--- config.mk ---
export PLATFORM = sky130hd
export DESIGN_NAME = pkt_sched_flat
export DESIGN_NICKNAME = d
export VERILOG_FILES = /design/src/rtl/bpfcap_pkg.sv /design/src/rtl/pkt_sched_if.sv /design/src/rtl/pkt_sched_fifo.sv /design/src/rtl/pkt_sched.sv /design/src/flat_wrapper.sv
export SDC_FILE = /design/constraint.sdc
export NUM_CORES = 1
export LEC_CHECK = 0
export ABC_AREA = 1
export CORE_MARGIN = 2
export CORE_UTILIZATION = 50
export DETAILED_ROUTE_END_ITERATION = 10
export GPL_TIMING_DRIVEN = 0
export HOLD_SLACK_MARGIN = 0.05
export PLACE_DENSITY = 0.69
export SLEW_MARGIN = 10
export SYNTH_ARGS = -nofsm -noshare
export SYNTH_HDL_FRONTEND = slang
export SYNTH_HIERARCHICAL = 1
export SYNTH_SLANG_ARGS = --single-unit
--- constraint.sdc ---
create_clock -name clk -period 12.8 [get_ports clk]
set_input_delay 1.92 -clock clk [delete_from_list [all_inputs] [get_ports clk]]
set_output_delay 1.92 -clock clk [all_outputs]
set_load 0.02 [all_outputs]
--- src/rtl/bpfcap_pkg.sv ---
// bpfcap_pkg: shared types and register-bank status bit positions for the capture path.
package bpfcap_pkg;

    typedef enum logic [2:0] {
        S_IDLE,
        S_LOAD,
        S_ISSUE,
        S_WAIT,
        S_ADVANCE
    } sched_state_t;

    typedef struct packed {
        logic [31:0] begin_addr;
        logic [31:0] end_addr;
    } desc_t;

    localparam int STAT_BUSY_BIT  = 0;
    localparam int STAT_LEVEL_LSB = 1;

endpackage

--- src/rtl/pkt_sched_if.sv ---
// pkt_sched_if: descriptor push handshake plus copy-engine launch/done signals.
interface pkt_sched_if;

    logic        desc_valid;
    logic [31:0] desc_begin;
    logic [31:0] desc_end;
    logic        desc_ready;
    logic        start;
    logic [31:0] cur_begin;
    logic [31:0] cur_end;
    logic [31:0] cur_wr_addr;
    logic        rd_done;
    logic        wr_done;

    modport master (
        input  desc_valid, desc_begin, desc_end, rd_done, wr_done,
        output desc_ready, start, cur_begin, cur_end, cur_wr_addr
    );

    modport slave (
        output desc_valid, desc_begin, desc_end, rd_done, wr_done,
        input  desc_ready, start, cur_begin, cur_end, cur_wr_addr
    );

endinterface

--- src/rtl/pkt_sched_fifo.sv ---
// desc_fifo: show-ahead descriptor FIFO; a push into a full queue is taken when a pop happens in the same cycle.
module desc_fifo
    import bpfcap_pkg::*;
#(
    parameter int DEPTH = 8
) (
    input  logic                   clk,
    input  logic                   reset,
    input  logic                   push,
    input  logic                   pop,
    input  desc_t                  din,
    output desc_t                  head,
    output logic                   full,
    output logic                   empty,
    output logic [$clog2(DEPTH):0] level
);

    localparam int AW = $clog2(DEPTH);

    desc_t         mem_q [DEPTH];
    logic [AW:0]   wp_q;
    logic [AW:0]   rp_q;
    logic          do_push;
    logic          do_pop;

    assign level   = wp_q - rp_q;
    assign full    = level == (AW+1)'(DEPTH);
    assign empty   = level == '0;
    assign do_pop  = pop && !empty;
    assign do_push = push && (!full || do_pop);
    assign head    = mem_q[rp_q[AW-1:0]];

    always_ff @(posedge clk) begin
        if (reset) begin
            wp_q <= '0;
            rp_q <= '0;
        end else begin
            if (do_push) wp_q <= wp_q + 1'b1;
            if (do_pop) rp_q <= rp_q + 1'b1;
        end
    end

    always_ff @(posedge clk) begin
        if (do_push) mem_q[wp_q[AW-1:0]] <= din;
    end

endmodule

--- src/rtl/pkt_sched.sv ---
// pkt_sched: launches one packet copy at a time and places packets contiguously in a circular capture buffer.
module pkt_sched
    import bpfcap_pkg::*;
#(
    parameter int DEPTH   = 8,
    parameter int TIMEOUT = 65535,
    parameter int CW      = 16
) (
    input  logic                   clk,
    input  logic                   reset,
    input  logic                   enable,
    input  logic [31:0]            wr_base,
    input  logic [31:0]            buf_size,
    output logic                   busy,
    output logic [$clog2(DEPTH):0] level,
    output logic [CW-1:0]          pkt_count,
    output logic [CW-1:0]          drop_count,
    output logic [CW-1:0]          err_count,
    pkt_sched_if.master            bus
);

    sched_state_t  state_q;
    logic          start_q;
    logic          rd_seen_q;
    logic          wr_seen_q;
    logic [31:0]   cur_begin_q;
    logic [31:0]   cur_end_q;
    logic [31:0]   cur_wr_addr_q;
    logic [31:0]   off_q;
    logic [31:0]   len_q;
    logic [31:0]   bsz_q;
    logic [31:0]   cnt_q;
    logic [CW-1:0] pkt_q;
    logic [CW-1:0] drop_q;
    logic [CW-1:0] err_q;
    desc_t         head;
    logic          full;
    logic          empty;
    logic          pop;
    logic          push;
    logic          drop;
    logic          invalid;
    logic [31:0]   len_in;
    logic [31:0]   hlen;
    logic [31:0]   load_off_d;
    logic [31:0]   off_sum;
    logic [31:0]   adv_off_d;
    logic          rd_n;
    logic          wr_n;
    logic          tmo;

    desc_fifo #(.DEPTH(DEPTH)) u_fifo (
        .clk   (clk),
        .reset (reset),
        .push  (push),
        .pop   (pop),
        .din   ({bus.desc_begin, bus.desc_end}),
        .head  (head),
        .full  (full),
        .empty (empty),
        .level (level)
    );

    // LOAD pops, so a full queue can still accept a descriptor in that cycle
    assign pop            = state_q == S_LOAD;
    assign bus.desc_ready = !full || pop;
    assign len_in         = bus.desc_end - bus.desc_begin;
    assign invalid        = bus.desc_end <= bus.desc_begin
                            || |(bus.desc_begin[1:0] | bus.desc_end[1:0])
                            || len_in > buf_size;
    assign push           = bus.desc_valid && bus.desc_ready && !invalid;
    assign drop           = bus.desc_valid && (!bus.desc_ready || invalid);
    assign hlen           = head.end_addr - head.begin_addr;
    // packets never straddle the buffer end: restart at offset 0 instead
    assign load_off_d     = ({1'b0, off_q} + {1'b0, hlen} > {1'b0, buf_size}) ? '0 : off_q;
    assign off_sum        = off_q + len_q;
    assign adv_off_d      = off_sum == bsz_q ? '0 : off_sum;
    assign rd_n           = rd_seen_q || bus.rd_done;
    assign wr_n           = wr_seen_q || bus.wr_done;
    assign tmo            = TIMEOUT != 0 && cnt_q == 32'(TIMEOUT - 1);

    assign busy            = state_q != S_IDLE;
    assign bus.start       = start_q;
    assign bus.cur_begin   = cur_begin_q;
    assign bus.cur_end     = cur_end_q;
    assign bus.cur_wr_addr = cur_wr_addr_q;
    assign pkt_count       = pkt_q;
    assign drop_count      = drop_q;
    assign err_count       = err_q;

    always_ff @(posedge clk) begin
        if (reset) begin
            state_q       <= S_IDLE;
            start_q       <= 1'b0;
            rd_seen_q     <= 1'b0;
            wr_seen_q     <= 1'b0;
            cur_begin_q   <= '0;
            cur_end_q     <= '0;
            cur_wr_addr_q <= '0;
            off_q         <= '0;
            len_q         <= '0;
            bsz_q         <= '0;
            cnt_q         <= '0;
            pkt_q         <= '0;
            drop_q        <= '0;
            err_q         <= '0;
        end else begin
            start_q <= 1'b0;
            if (drop) drop_q <= drop_q + CW'(drop_q != '1);
            case (state_q)
                S_IDLE: if (enable && !empty) state_q <= S_LOAD;
                S_LOAD: begin
                    cur_begin_q   <= head.begin_addr;
                    cur_end_q     <= head.end_addr;
                    cur_wr_addr_q <= wr_base + load_off_d;
                    off_q         <= load_off_d;
                    len_q         <= hlen;
                    bsz_q         <= buf_size;
                    start_q       <= 1'b1;
                    state_q       <= S_ISSUE;
                end
                S_ISSUE: begin
                    rd_seen_q <= 1'b0;
                    wr_seen_q <= 1'b0;
                    cnt_q     <= '0;
                    state_q   <= S_WAIT;
                end
                S_WAIT: begin
                    rd_seen_q <= rd_n;
                    wr_seen_q <= wr_n;
                    cnt_q     <= cnt_q + 1'b1;
                    if (rd_n && wr_n) begin
                        state_q <= S_ADVANCE;
                    end else if (tmo) begin
                        err_q   <= err_q + CW'(err_q != '1);
                        state_q <= S_IDLE;
                    end
                end
                S_ADVANCE: begin
                    off_q   <= adv_off_d;
                    pkt_q   <= pkt_q + CW'(pkt_q != '1);
                    state_q <= S_IDLE;
                end
                default: state_q <= S_IDLE;
            endcase
        end
    end

endmodule

--- src/flat_wrapper.sv ---
// flat-port wrapper written by rule: the top's interface ports become plain ports
module pkt_sched_flat import bpfcap_pkg::*;
#(
    parameter int DEPTH   = 8,
    parameter int TIMEOUT = 65535,
    parameter int CW      = 16
)
  (clk, reset, enable, wr_base, buf_size, busy, level, pkt_count, drop_count, err_count, bus_desc_valid, bus_desc_begin, bus_desc_end, bus_rd_done, bus_wr_done, bus_desc_ready, bus_start, bus_cur_begin, bus_cur_end, bus_cur_wr_addr);
  pkt_sched_if bus_i ();
  input  logic clk;
  input  logic reset;
  input  logic enable;
  input  logic [31:0] wr_base;
  input  logic [31:0] buf_size;
  output logic busy;
  output logic [$clog2(DEPTH):0] level;
  output logic [CW-1:0] pkt_count;
  output logic [CW-1:0] drop_count;
  output logic [CW-1:0] err_count;
  input wire logic [$bits(bus_i.desc_valid)-1:0] bus_desc_valid;
  input wire logic [$bits(bus_i.desc_begin)-1:0] bus_desc_begin;
  input wire logic [$bits(bus_i.desc_end)-1:0] bus_desc_end;
  input wire logic [$bits(bus_i.rd_done)-1:0] bus_rd_done;
  input wire logic [$bits(bus_i.wr_done)-1:0] bus_wr_done;
  output wire logic [$bits(bus_i.desc_ready)-1:0] bus_desc_ready;
  output wire logic [$bits(bus_i.start)-1:0] bus_start;
  output wire logic [$bits(bus_i.cur_begin)-1:0] bus_cur_begin;
  output wire logic [$bits(bus_i.cur_end)-1:0] bus_cur_end;
  output wire logic [$bits(bus_i.cur_wr_addr)-1:0] bus_cur_wr_addr;
  assign bus_i.desc_valid = bus_desc_valid;
  assign bus_i.desc_begin = bus_desc_begin;
  assign bus_i.desc_end = bus_desc_end;
  assign bus_i.rd_done = bus_rd_done;
  assign bus_i.wr_done = bus_wr_done;
  assign bus_desc_ready = bus_i.desc_ready;
  assign bus_start = bus_i.start;
  assign bus_cur_begin = bus_i.cur_begin;
  assign bus_cur_end = bus_i.cur_end;
  assign bus_cur_wr_addr = bus_i.cur_wr_addr;
  pkt_sched #(.DEPTH(DEPTH), .TIMEOUT(TIMEOUT), .CW(CW)) u_core (.clk(clk), .reset(reset), .enable(enable), .wr_base(wr_base), .buf_size(buf_size), .busy(busy), .level(level), .pkt_count(pkt_count), .drop_count(drop_count), .err_count(err_count), .bus(bus_i));
endmodule
==> out/qor.csv, run 1 <==
stage,metric,value,unit
critical_path,reg2regPathDepth,51,
power_and_ir_drop,power.leakage,0.02129,µW
critical_path,ff2ff_setup_slack,1.73,ns
min_path,hold_start,u_core/rd_seen_q,
floorplanning,fp.dieH,299.8,µm
synth,netlist_area,43760,µm²
power_and_ir_drop,finalPower,12870,µW
placed_design,place_hpwl,115200,µm
synth,syn_nets,5538,
critical_path,cp_data_arrival_time,11.63,ns
critical_path,r2r-end,u_core/bus.cur_wr_addr[30],
cts,cts_resized,0,
cells_and_area,area_delta_synth_final,18.04,%
floorplanning,rows,108,
floorplanning,ios,285,
synth,synth_flop_cell,edfxtp_1,
route,wire_per_inst,22.03,µm
route,wirelength,149500,µm
synth,synth.avg_cell_area,8.482,µm²
sta,drv_slew,0,
synth,yosys_warnings,6,
placed_design,dp.cells,6620,
sta,worst_clock_skew,0.04425,ns
critical_path,cp_slowest_stage_delay,0.78,ns
placed_design,io_buffers,283,
synth,synth-edff-count,512,
critical_path,path_common_cell,nand2_1,
grt,grt_pass1_vias,35950,
critical_path,startpoint_type,register,
cells_and_area,post-route-cell-area,51650,µm²
min_path,hold_path_end,u_core/rd_seen_q,
synth,ys_ff_latch,801,
cts,path_clk_slew,0.06,ns
power_and_ir_drop,internal-power,6827,µW
grt,track_usage,0.3266,
power_and_ir_drop,ir_drop,0.0002028,V
cts,cts_root_buf,clkbuf_16,
min_path,hold_depth,2,
power_and_ir_drop,p_comb_frac,0.550,
sta,relSlewSlack,0.1473,
placed_design,post-place-ws,2.102,ns
sta,min_period,11.07,ns
grt,grt-ovfl-total,0,
cts,post_cts_buffers,0,
cts,h-tree-depth,3,
power_and_ir_drop,p_switching,6040,µW
sta,setup_violations,0,
cts,hold_buffers,0,
power_and_ir_drop,powerDensity,249.1,nW/µm²
cts,cts_made_buffers,87,
critical_path,cp_slowest_cell,clkbuf_1,
power_and_ir_drop,seqPwrFrac,0.243,
critical_path,worstSetupPathType,register to register,
grt,grt_max_degree,25,
route,remaining_drc_errors,0,
cts,cts_tree,done,
sta,hold_viol,0,
synth,ys_async_sr_fraction,0,
critical_path,endpoint_kind,register,
cts,clockBufferDepth,3,
route,ant_nets,0,
cells_and_area,instances_no_fill,6787,
route,drt_first_pass_iters,6,
power_and_ir_drop,p_sw_frac,0.4694,
synth,synth_seq_area_share,0.4836,
floorplanning,core-area,86750,µm²
grt,antenna_found_initial,8,
cells_and_area,layout_common_cells,"1014 x nand2_1, 719 x nor2_1, 600 x inv_1",
cells_and_area,final_common_cell,nand2_1,
cells_and_area,drive_gt1_frac,0.05615,
floorplanning,start_util,0.5044,
job,maxCapViolCount,0,
route,num_vias,38720,
cells_and_area,n_fill_cell,7639,
floorplanning,die_w,299.8,µm
sta,worstMarginPinSlew,1.279,ns
status,outcome,completed,
min_path,hp-class,register to register,
placed_design,placed_area,48600,µm²
sta,final.setup.worst_slack,1.731,ns
cells_and_area,multi_input_area,19510,µm²
power_and_ir_drop,power_frac_clock,0.206,
sta,fmax,90.35,MHz
route,drt-vias-per-instance,5.704,
route,dr.first_iter.drc_count,4225,
cts,clock_latency,0.68,ns
grt,grt_pass1_wl,220900,µm
placed_design,gp_congestion,0.9759,
floorplanning,die_area,89900,µm²
sta,rsz0062_at_grt,no,
critical_path,cp.required,13.36,ns
synth,ys_types,60,
cts,clock_sinks,801,
synth,syn-instance-count,5159,
sta,period_share,0.8647,
critical_path,cp_max_fo,10,
cells_and_area,nets,5933,
cells_and_area,layout.area.seq,21160,µm²
synth_stat cells, types with 60 or more instances:
| library cell | number | share of area |
|---|---|---|
| edfxtp_1 | 512 | 0.35 |
| a21oi_1 | 359 | 0.041 |
| ha_1 | 239 | 0.068 |
| o32ai_1 | 128 | 0.026 |
| xnor2_1 | 60 | 0.012 |
| nand2_1 | 1014 | 0.087 |
| nor2_1 | 727 | 0.062 |
| dfxtp_1 | 289 | 0.13 |
| nand3_1 | 156 | 0.018 |
| o21ai_0 | 426 | 0.049 |
| xor2_1 | 86 | 0.017 |
| clkbuf_1 | 123 | 0.011 |
| inv_1 | 600 | 0.051 |
power groups by stage:
| stage | clock, µW | combinational [µW] | sequential [µW] |
|---|---|---|---|
| after detailed placement | 0 | 6880 | 3180 |
| after floorplan | 0 | 4640 | 3200 |
| after global routing | 2780 | 7690 | 3150 |
| after CTS | 2680 | 6920 | 3120 |
| final | 2660 | 7080 | 3130 |
| after global placement | 0 | 6810 | 3170 |
worst max path at each step:
stage	start	end	slack (ns)	cells past startpoint
after CTS	register	u_core/bus.cur_wr_addr[28]	2.05	51
after floorplan	bus_desc_end[0]	u_core/u_fifo/mem_q[0][0]	4.07	30
final	register	u_core/bus.cur_wr_addr[30]	1.73	51
after detailed placement	register	u_core/bus.cur_wr_addr[30]	2.10	51
after global routing	register	u_core/bus.cur_wr_addr[23]	1.16	52
after global placement	bus_desc_begin[0]	u_core/u_fifo/mem_q[4][37]	-1.31	30
layer usage:
layer | vias up | global-route usage | share of wire
met5 | - | 0 | 0.00030
met4 | 6 | 0.1325 | 0.043
met3 | 297 | 0.05593 | 0.097
met2 | 1932 | 0.5086 | 0.44
met1 | 18260 | 0.4532 | 0.42
li1 | 18220 | - | -
kinds of logic (layout without fill, tap and decap cells):
logic type	after synthesis	count (layout)	share of synthesized area
AO/OA/AOI/OAI	1062	1062	0.1408
XOR/XNOR	151	151	0.03179
adder cells (fa/ha/maj)	245	245	0.07108
buffers and inverters	799	1268	0.07205
flip-flops	801	801	0.4836
other	0	4	0
AND/OR/NAND/NOR	2101	2101	0.2007
worst max-delay path, delay by kind of cell (launching register included):
family          cells  cell delay [ns]
compound gates     10             2.27
xor+xnor            2             0.49
fa+ha+maj           6             1.87
buf+inv            11             2.31
flops               1             0.53
simple gates       22             3.41
state kept, by name, indices dropped and copies added, names as in the netlist, named ones only:
register / cells
u_core/bsz_q: 32
u_core/bus.cur_begin: 32
u_core/bus.cur_end: 32
u_core/bus.cur_wr_addr: 32
u_core/bus.start: 1
u_core/cnt_q: 32
u_core/drop_count: 16
u_core/err_count: 16
u_core/len_q: 32
u_core/off_q: 32
u_core/pkt_count: 16
u_core/rd_seen_q: 1
u_core/state_q: 3
u_core/u_fifo/mem_q: 512
u_core/u_fifo/rp_q: 4
u_core/u_fifo/wp_q: 4
u_core/wr_seen_q: 1
area by class of cell:
cell class,count,share of cell area
sequential,801,0.4097
multi-input combinational,3559,0.3776
timing repair buffer,306,0.06463
clock buffer,113,0.04619
inverter,614,0.04462
tap,1155,0.02798
buffer,185,0.01642
clock inverter,50,0.01264
antenna,4,0.0001938
through the flow:
| stage | utilization | hold WS, ns | setup TNS (ns) |
|---|---|---|---|
| after CTS | 0.5953 | 0.4470 | 0 |
| after detailed placement | 0.5602 | 0.4380 | 0 |
| final | 0.5954 | 0.4450 | 0 |
| after floorplan | - | 0.4256 | 0 |
| after global placement | 0.5537 | 0.4353 | -493.15 |
| after global routing | 0.5954 | 0.4715 | 0 |
(Power assumes the default switching activity.)
==> inputs of run 2 (changes only) <==
--- a/config.mk
+++ b/config.mk
@@ -12,6 +12,7 @@
 export GPL_TIMING_DRIVEN = 0
 export HOLD_SLACK_MARGIN = 0.05
 export PLACE_DENSITY = 0.69
+export SETUP_SLACK_MARGIN = 0.4
 export SLEW_MARGIN = 10
 export SYNTH_ARGS = -nofsm -noshare
 export SYNTH_HDL_FRONTEND = slang
==> results of run 2 <==
Same layout as run 1: the final DEF is identical, and so are final timing and power.
